==> src/rtl/alu_pkg.sv <==
// Shared types for the sequential ALU: op encodings, status bit positions
// and the controller state set.
package alu_pkg;

  typedef enum logic [2:0] {
    ALU_ADD = 3'b000,
    ALU_SUB = 3'b001,
    ALU_AND = 3'b010,
    ALU_MVN = 3'b011,
    ALU_MUL = 3'b100,
    ALU_OR  = 3'b101,
    ALU_XOR = 3'b110,
    ALU_CMP = 3'b111
  } alu_op_t;

  localparam int N_BIT = 2;
  localparam int V_BIT = 1;
  localparam int Z_BIT = 0;

  typedef enum logic {
    IDLE = 1'b0,
    MUL  = 1'b1
  } state_t;

endpackage

==> src/rtl/alu_mul_iter.sv <==
// Radix-2 shift-add unsigned multiplier, one partial product per clock.
// product already includes the step taken on the coming edge, so the edge
// where last=1 can capture the complete result.
module alu_mul_iter #(
  parameter int WIDTH = 16
) (
  input  logic               clk,
  input  logic               reset,
  input  logic               load,
  input  logic [WIDTH-1:0]   a,
  input  logic [WIDTH-1:0]   b,
  output logic [2*WIDTH-1:0] product,
  output logic               last
);

  localparam int CW = $clog2(WIDTH);

  logic [2*WIDTH-1:0] acc;
  logic [2*WIDTH-1:0] mcand;
  logic [WIDTH-1:0]   mplier;
  logic [CW-1:0]      cnt;

  assign product = acc + (mplier[0] ? mcand : '0);
  assign last    = (cnt == CW'(WIDTH - 1));

  always_ff @(posedge clk) begin
    if (reset) begin
      acc    <= '0;
      mcand  <= '0;
      mplier <= '0;
      cnt    <= '0;
    end else if (load) begin
      acc    <= '0;
      mcand  <= {{WIDTH{1'b0}}, a};
      mplier <= b;
      cnt    <= '0;
    end else begin
      acc    <= product;
      mcand  <= mcand << 1;
      mplier <= mplier >> 1;
      cnt    <= cnt + 1'b1;
    end
  end

endmodule

==> src/rtl/seq_alu.sv <==
// Registered ALU with N/V/Z status and a start/busy/done handshake; MUL runs
// iteratively over WIDTH cycles, every other op completes in one.
module seq_alu
  import alu_pkg::*;
#(
  parameter int WIDTH  = 16,
  parameter bit MUL_EN = 1'b1
) (
  input  logic             clk,
  input  logic             reset,
  input  logic             start,
  input  logic [2:0]       ALUop,
  input  logic [WIDTH-1:0] Ain,
  input  logic [WIDTH-1:0] Bin,
  output logic [WIDTH-1:0] out,
  output logic [2:0]       status,
  output logic             busy,
  output logic             done
);

  alu_op_t            op;
  state_t             state;
  logic [WIDTH-1:0]   res;
  logic               res_v;
  logic [2:0]         res_flags;
  logic [2*WIDTH-1:0] mul_product;
  logic               mul_last;
  logic               mul_load;
  logic [WIDTH-1:0]   mul_lo;
  logic [2:0]         mul_flags;

  assign op = alu_op_t'(ALUop);

  // Overflow for add/subtract: operand signs (B inverted for subtract) agree
  // but the result sign differs -- same as carry-in XOR carry-out of the MSB.
  always_comb begin
    res   = '0;
    res_v = 1'b0;
    unique case (op)
      ALU_ADD: begin
        res   = Ain + Bin;
        res_v = (Ain[WIDTH-1] == Bin[WIDTH-1]) && (res[WIDTH-1] != Ain[WIDTH-1]);
      end
      ALU_SUB, ALU_CMP: begin
        res   = Ain - Bin;
        res_v = (Ain[WIDTH-1] != Bin[WIDTH-1]) && (res[WIDTH-1] != Ain[WIDTH-1]);
      end
      ALU_AND: res = Ain & Bin;
      ALU_MVN: res = ~Bin;
      ALU_OR:  res = Ain | Bin;
      ALU_XOR: res = Ain ^ Bin;
      default: res = '0;
    endcase
  end

  always_comb begin
    res_flags        = '0;
    res_flags[N_BIT] = res[WIDTH-1];
    res_flags[V_BIT] = res_v;
    res_flags[Z_BIT] = (res == '0);
  end

  assign mul_lo = mul_product[WIDTH-1:0];

  always_comb begin
    mul_flags        = '0;
    mul_flags[N_BIT] = mul_lo[WIDTH-1];
    mul_flags[V_BIT] = |mul_product[2*WIDTH-1:WIDTH];
    mul_flags[Z_BIT] = (mul_lo == '0);
  end

  assign mul_load = (state == IDLE) && start && (op == ALU_MUL);

  generate
    if (MUL_EN) begin : g_mul
      alu_mul_iter #(.WIDTH(WIDTH)) u_mul (
        .clk     (clk),
        .reset   (reset),
        .load    (mul_load),
        .a       (Ain),
        .b       (Bin),
        .product (mul_product),
        .last    (mul_last)
      );
    end else begin : g_no_mul
      assign mul_product = '0;
      assign mul_last    = 1'b0;
    end
  endgenerate

  always_ff @(posedge clk) begin
    if (reset) begin
      state  <= IDLE;
      out    <= '0;
      status <= '0;
      busy   <= 1'b0;
      done   <= 1'b0;
    end else begin
      done <= 1'b0;
      unique case (state)
        IDLE: begin
          if (start) begin
            if (op == ALU_MUL) begin
              if (MUL_EN) begin
                state <= MUL;
                busy  <= 1'b1;
              end else begin
                out    <= '0;
                status <= '0;
                done   <= 1'b1;
              end
            end else begin
              if (op != ALU_CMP) out <= res;
              status <= res_flags;
              done   <= 1'b1;
            end
          end
        end
        MUL: begin
          if (mul_last) begin
            out    <= mul_lo;
            status <= mul_flags;
            done   <= 1'b1;
            busy   <= 1'b0;
            state  <= IDLE;
          end
        end
        default: state <= IDLE;
      endcase
    end
  end

endmodule

==> config.mk <==
export PLATFORM = sky130hd
export DESIGN_NAME = seq_alu
export DESIGN_NICKNAME = d
export VERILOG_FILES = /design/src/rtl/alu_pkg.sv /design/src/rtl/alu_mul_iter.sv /design/src/rtl/seq_alu.sv
export SDC_FILE = /design/constraint.sdc
export NUM_CORES = 1
export LEC_CHECK = 0
export ABC_AREA = 1
export BUFFER_PORTS_ARGS = -buffer_cell sky130_fd_sc_hd__buf_2
export CAP_MARGIN = 10
export CORE_MARGIN = 5
export CORE_UTILIZATION = 45
export DETAILED_ROUTE_END_ITERATION = 16
export PLACE_DENSITY = 0.62
export SYNTH_ARGS = -nofsm -noshare
export SYNTH_HDL_FRONTEND = slang
export SYNTH_SLANG_ARGS = --single-unit
export TNS_END_PERCENT = 50
==> constraint.sdc <==
create_clock -name clk -period 4.8 [get_ports clk]
set_input_delay 0.96 -clock clk [delete_from_list [all_inputs] [get_ports clk]]
set_output_delay 0.96 -clock clk [all_outputs]
set_load 0.02 [all_outputs]
# Word level (Yosys, flattened, before mapping)
# Cells that the tools add are included.
[word_totals] register_bits=106 word_cells=80 output_inout_bits=21 inputBits=38
[classes] bitwise_logic=6 mux=26 n_eq_ne=18 n_reduce_logical=14 addsub=4
[ops] cell="16-bit one-hot mux with 6 select lines" count=1
[ops] cell="16-bit 2-to-1 mux" count=5
[ops] cell="32-bit adder" count=1
[ops] cell="16-bit logical NOT" count=2
[ops] cell="32-bit 2-to-1 mux" count=1
[ops] cell="16-bit one-hot mux with 2 select lines" count=1
[ops] cell="16-bit adder" count=1
[ops] cell="16-bit bitwise AND" count=1
[ops] cell="16-bit NOT" count=1
[ops] cell="16-bit OR" count=1
[ops] cell="16-bit OR reduction" count=1
[ops] cell="16-bit subtractor" count=1
[ops] cell="16-bit XOR" count=1
[ops] cell="15-bit 2-to-1 mux" count=1
[ops] cell="3-bit equality test (second input constant)" count=4
[ops] cell="1-bit 2-to-1 mux" count=9
[ops] cell="3-bit 2-to-1 mux" count=3
[ops] cell="1-bit one-hot mux with 2 select lines" count=4
[ops] cell="3-bit by 2-bit equality test with 1-bit output (second input constant)" count=2
[ops] cell="2-bit by 1-bit != test with 1-bit output (second input constant)" count=3
[ops] cell="3-bit one-hot mux with 2 select lines" count=1
[ops] cell="3-bit AND reduction" count=2
[ops] cell="2-bit OR reduction" count=3
[ops] cell="4-bit by 1-bit adder with 4-bit output (second input constant)" count=1
[ops] cell="other kinds (10)" count=17

# Logic depth before layout (Yosys ltp)
[logic_depth] word_depth=7 depth_mapped=20 depth_no_buf=19

# Hierarchy
# From an unflattened synthesis, not the netlist that was laid out.
[hier_totals] hier_cells=1591 area_unflattened_um2=9496.6
[by_module_without_submodules] module="alu_mul_iter" seq_area_each_um2=1681.6 area_each_um2=5242.5 n_inst=1 cells_per_inst=860
[by_module_without_submodules] module="seq_alu" seq_area_each_um2=440.4 area_each_um2=4254.1 n_inst=1 cells_per_inst=731

# Least setup slack after synthesis
# Ideal clock, no wire load.
[synth_timing] kind="input port to flip-flop" startpoint="in Ain[0]" endpoint="reg status[0]" required_time_ns=4.734 setup_ns=0.066 n_path_buf=0 t_arrival_ns=2.697 setup_slack_ns=2.037 cell_stages=18 cell_sequence="ha_1 inv_1 fa_1 nor2_2 nand2_1 nand2_2 nand2_1 nand2_1 nand2_1 nand2_1 nand2_1 nand3_1 nand2_1 nor2_1 nand2_1 nor2_1 nand2_1 a21oi_2"
[synth_between] elab_chain_cells=6 word_cells_on_any_way=10 classes_between="add/sub: 2; mux: 4; bitwise: 3; reduce/logical: 1"
[synth_rtl] element="from (decl)" line="seq_alu.sv:13" rtl="input logic [WIDTH-1:0] Ain,"
[synth_rtl] element="16-bit subtractor (tied with other cells)" line="seq_alu.sv:45" rtl="res = Ain - Bin;"
[synth_rtl] element="16-bit one-hot mux with 6 select lines *" line="seq_alu.sv:39" rtl="unique case (op)"
[synth_rtl] element="16-bit logical NOT *" line="seq_alu.sv:60" rtl="res_flags[Z_BIT] = (res == '0);"
[synth_rtl] element="3-bit 2-to-1 mux *" line="seq_alu.sv:103" rtl="if (op == ALU_MUL) begin"
[synth_rtl] element="3-bit 2-to-1 mux *" line="seq_alu.sv:102" rtl="if (start) begin"
[synth_rtl] element="3-bit one-hot mux with 2 select lines *" line="seq_alu.sv:100" rtl="unique case (state)"
[synth_rtl] element="to (signal assigned)" line="seq_alu.sv:114" rtl="status <= res_flags;"
[synth_rtl] element="to (signal assigned)" line="seq_alu.sv:122" rtl="status <= mul_flags;"
[synth_rtl] element="to (decl)" line="seq_alu.sv:16" rtl="output logic [2:0] status,"
# Mark *: on every way between the ends. The rest lies on a longest branch, timed or not. The select of a mux whose other input is x is not followed.
# A chain may end at the register's enable or synchronous reset.

# Final worst setup path
[layout_timing] startpoint="reg g_mul.u_mul.mplier[0]" endpoint="reg status[1]"
[layout_between] elab_chain_cells=5
[layout_rtl] element="from (decl)" line="alu_mul_iter.sv:20" rtl="logic [WIDTH-1:0] mplier;"
[layout_rtl] element="from (signal assigned)" line="alu_mul_iter.sv:40" rtl="mplier <= mplier >> 1;"
[layout_rtl] element="32-bit 2-to-1 mux" line="alu_mul_iter.sv:23" rtl="assign product = acc + (mplier[0] ? mcand : '0);"
[layout_rtl] element="32-bit adder" line="alu_mul_iter.sv:23"
[layout_rtl] element="16-bit OR reduction" line="seq_alu.sv:68" rtl="mul_flags[V_BIT] = |mul_product[2*WIDTH-1:WIDTH];"
[layout_rtl] element="3-bit 2-to-1 mux" line="seq_alu.sv:120" rtl="if (mul_last) begin"
[layout_rtl] element="3-bit one-hot mux with 2 select lines" line="seq_alu.sv:100"
# No other way between the ends. The select of a mux whose other input is x is not followed.

==> run_results.csv <==
group,metric,value,unit
yosys,post_synth_mux_area_share,0,
clocking,ctsLongestPathBuffers,2,
yosys,avgSynthCellArea,6.000,um^2
drt,initialDrtViolationCount,558,
sta,final.setup_skew,0.009928,ns
sta,hold_ws,0.4334,ns
global_routing,gr-usage-met3,0.03119,
finish,drive_above_1_share,0.08719,
run,drv_cap,0,
clocking,clock_latency,0.37,ns
clocking,cts_max_level,3,
drt,first_pass_iters,5,
global_routing,grt_pass1_wl,45120,um
setup_path,cp_cell_sequence,"buf_4, nand2_1, inv_1, ha_1, a21oi_1, o21ai_0, a21oi_1, nor2_1, nor2_1, nand2_1, nand2_1, nand2_1, nor2_1, nand4_1, nand2_1, nand2_1",
setup_path,slowest_stage,"dfxtp_1",
global_routing,grtUsageTotal,0.2565,
floorplan,fp.dieW,150.0,um
drt,drc,0,
sta,fin_crit,3.333,ns
sta,maxSlewHeadroom,0.3535,
setup_path,worstPathArrival,3.59,ns
power_and_ir_drop,peakVddDrop,0.0001391,V
sta,fin_crit_sh,0.6945,
finish,antenna_cells,0,
sta,layout_setup_ws,1.467,ns
floorplan,initial_core_util,0.4544,
global_routing,grt_use_met1,0.3156,
setup_path,startpoint_type,"register",
clocking,cts_tree,"yes",
power_and_ir_drop,p_leak,5.248,nW
finish,final_nets,1632,
power_and_ir_drop,powerDensity,224.9,mW/mm^2
yosys,synth_fa_ha_area_frac,0.1232,
sta,finalHoldViolCount,0,
drt,via_count,9115,
place,dp_cells,1763,
finish,stdcell_area,0.009618,mm^2
yosys,synth_edf_count,0,
global_routing,met2_usage,0.4625,
floorplan,dieArea,0.02249,mm^2
sta,finalMaxSlewViolations,0,
worst_hold_path,min_path_cells,2,
floorplan,rows,51,
sta,rsz0062_at_grt,"no",
yosys,synth-compound-area-share,0.1123,
yosys,syn_inst,1469,
place,numPortBuffers,58,
sta,setup_viol,0,
place,pre_cts_ws,1.454,ns
drt,drtAntennaViolNets,0,
clocking,cts-buffers-inserted,9,
setup_path,ff2ff_path_depth,16,
setup_path,cp_slowest_stage_delay,0.85,ns
yosys,syn_area,0.008815,mm^2
drt,avgRoutedWirePerCell,15.99,um
global_routing,top_usage_layer,"met2",
yosys,ys_async_sr_fraction,0,
place,dp_hpwl,22950,um
yosys,yosysSeqAreaShare,0.2407,
setup_path,worst_path_most_repeated_cell,"nand2_1",
setup_path,end_kind,"register",
yosys,yosys.area_share.simple,0.3786,
finish,layout.cells.non_filler,1779,
global_routing,grt_antenna_before_repair,0,
setup_path,crit_family,"compound AO/OA/AOI/OAI gates",
worst_hold_path,hp-class,"register to register",
setup_path,path_buf_inv,2,
clocking,postCtsHoldBufs,0,
yosys,yosys_warnings,0,
clocking,path_clk_slew,0.09,ns
sta,tns,0,ns
outcome,outcome,"finished, final reports clean",
yosys,syn-num-nets,1592,
yosys,synth-seq-cells,106,
setup_path,worstSetupPathDepth,16,
sta,worst-slew-pin-transition,0.9698,ns
power_and_ir_drop,power.total,2.163,mW
clocking,cts.sinks,106,
clocking,cts_resized,0,
floorplan,ios,59,
yosys,ys.flop_type,"dfxtp_1",
clocking,cts_root_buffer,"clkbuf_16",
setup_path,cp.required,5.06,ns
place,placed_area,0.009308,mm^2
drt,finalWirelength,28450,um
finish,syn_to_final_growth,9.113,%
place,place_congestion,0.9906,
sta,max_freq,300.0,MHz
finish,fin_util,0.4958,
global_routing,grt_max_degree,53,
drt,avgViaCountPerCell,5.124,
global_routing,grt_pass1_vias,8740,
setup_path,cp_max_fo,21,
clocking,post_cts_buffers,0,
global_routing,overflow,0,
floorplan,die_y,150.0,um
yosys,synth_xor_area_frac,0.01888,
yosys,synth_top_family_by_area,"simple AND/OR/NAND/NOR gates",
floorplan,coreArea,0.01940,mm^2
setup_path,path_class,"register to register",
yosys,synth_cell_type_count,44,
## logic make-up after synthesis
family | Yosys count
compound gates | 166
buf+inv | 284
simple gates | 809
xor+xnor | 19
fa+ha+maj | 85
flops | 106
## path summary, 6_finish.rpt
check | start | slack, ns | end
worst max-delay path | g_mul.u_mul.mplier[0] | 1.47 | status[1]
worst min-delay path | g_mul.u_mul.mcand[23] | 0.43 | g_mul.u_mul.mcand[24]
worst max register to register | g_mul.u_mul.mplier[0] | 1.47 | status[1]
worst min register to register | g_mul.u_mul.mcand[23] | 0.43 | g_mul.u_mul.mcand[24]
## final cells by class
cell class,count,area [um^2]
Multi-Input combinational cell,1079,5582
Clock buffer,9,225.2
Sequential cell,106,2122
Inverter,249,937.1
Fill cell,2117,9781
Timing Repair Buffer,64,335.3
Clock inverter,7,85.08
Tap cell,265,331.6
## synth_stat cells (15+ instances only)
| master | n | area [um^2] |
|---|---|---|
| inv_2 | 15 | 56.30 |
| clkbuf_1 | 17 | 63.81 |
| a21oi_1 | 70 | 350.3 |
| inv_1 | 233 | 874.6 |
| nand2_1 | 462 | 1734 |
| ha_1 | 82 | 1026 |
| dfxtp_1 | 106 | 2122 |
| nand3_1 | 116 | 580.6 |
| nor2_1 | 173 | 649.4 |
| nor3_1 | 15 | 75.07 |
| nand4_1 | 15 | 93.84 |
| o21ai_0 | 46 | 230.2 |
## sequential cells by signal, summed over array words and instances (netlist names)
register / flops
busy: 1
done: 1
g_mul.u_mul.acc: 32
g_mul.u_mul.cnt: 4
g_mul.u_mul.mcand: 32
g_mul.u_mul.mplier: 16
out: 16
state: 1
status: 3
## worst min-delay path: cells and delay by family (launching register included)
| family | cells | cell delay, ns |
|---|---|---|
| DFF | 1 | 0.32 |
| and+or+nand+nor | 1 | 0.03 |
| buffers and inverters | 1 | 0.05 |
## placed cells by master (no fill, tap or decap), types with 46 or more instances in the layout
cell and instances:
dfxtp_1 106, buf_2 58, nand2_1 462, nand3_1 116
ha_1 82, o21ai_0 46, nor2_1 172, inv_1 233
a21oi_1 70
## where the power goes
part / leakage (nW) / total, mW / internal [mW] / switching [mW]
combinational: 4.24 / 0.474 / 0.145 / 0.328
sequential: 0.858 / 0.918 / 0.901 / 0.0166
clock: 0.146 / 0.772 / 0.373 / 0.399
total: 5.25 / 2.16 / 1.42 / 0.744
## per-layer routing
layer	share of wire	vias to the layer above	routed length (um)
li1	-	4685	-
met4	0.031	0	881
met5	0	-	0
met1	0.44	4141	12430
met3	0.039	55	1115
met2	0.49	234	14020
Note: power is estimated with default switching activity, not from simulation.
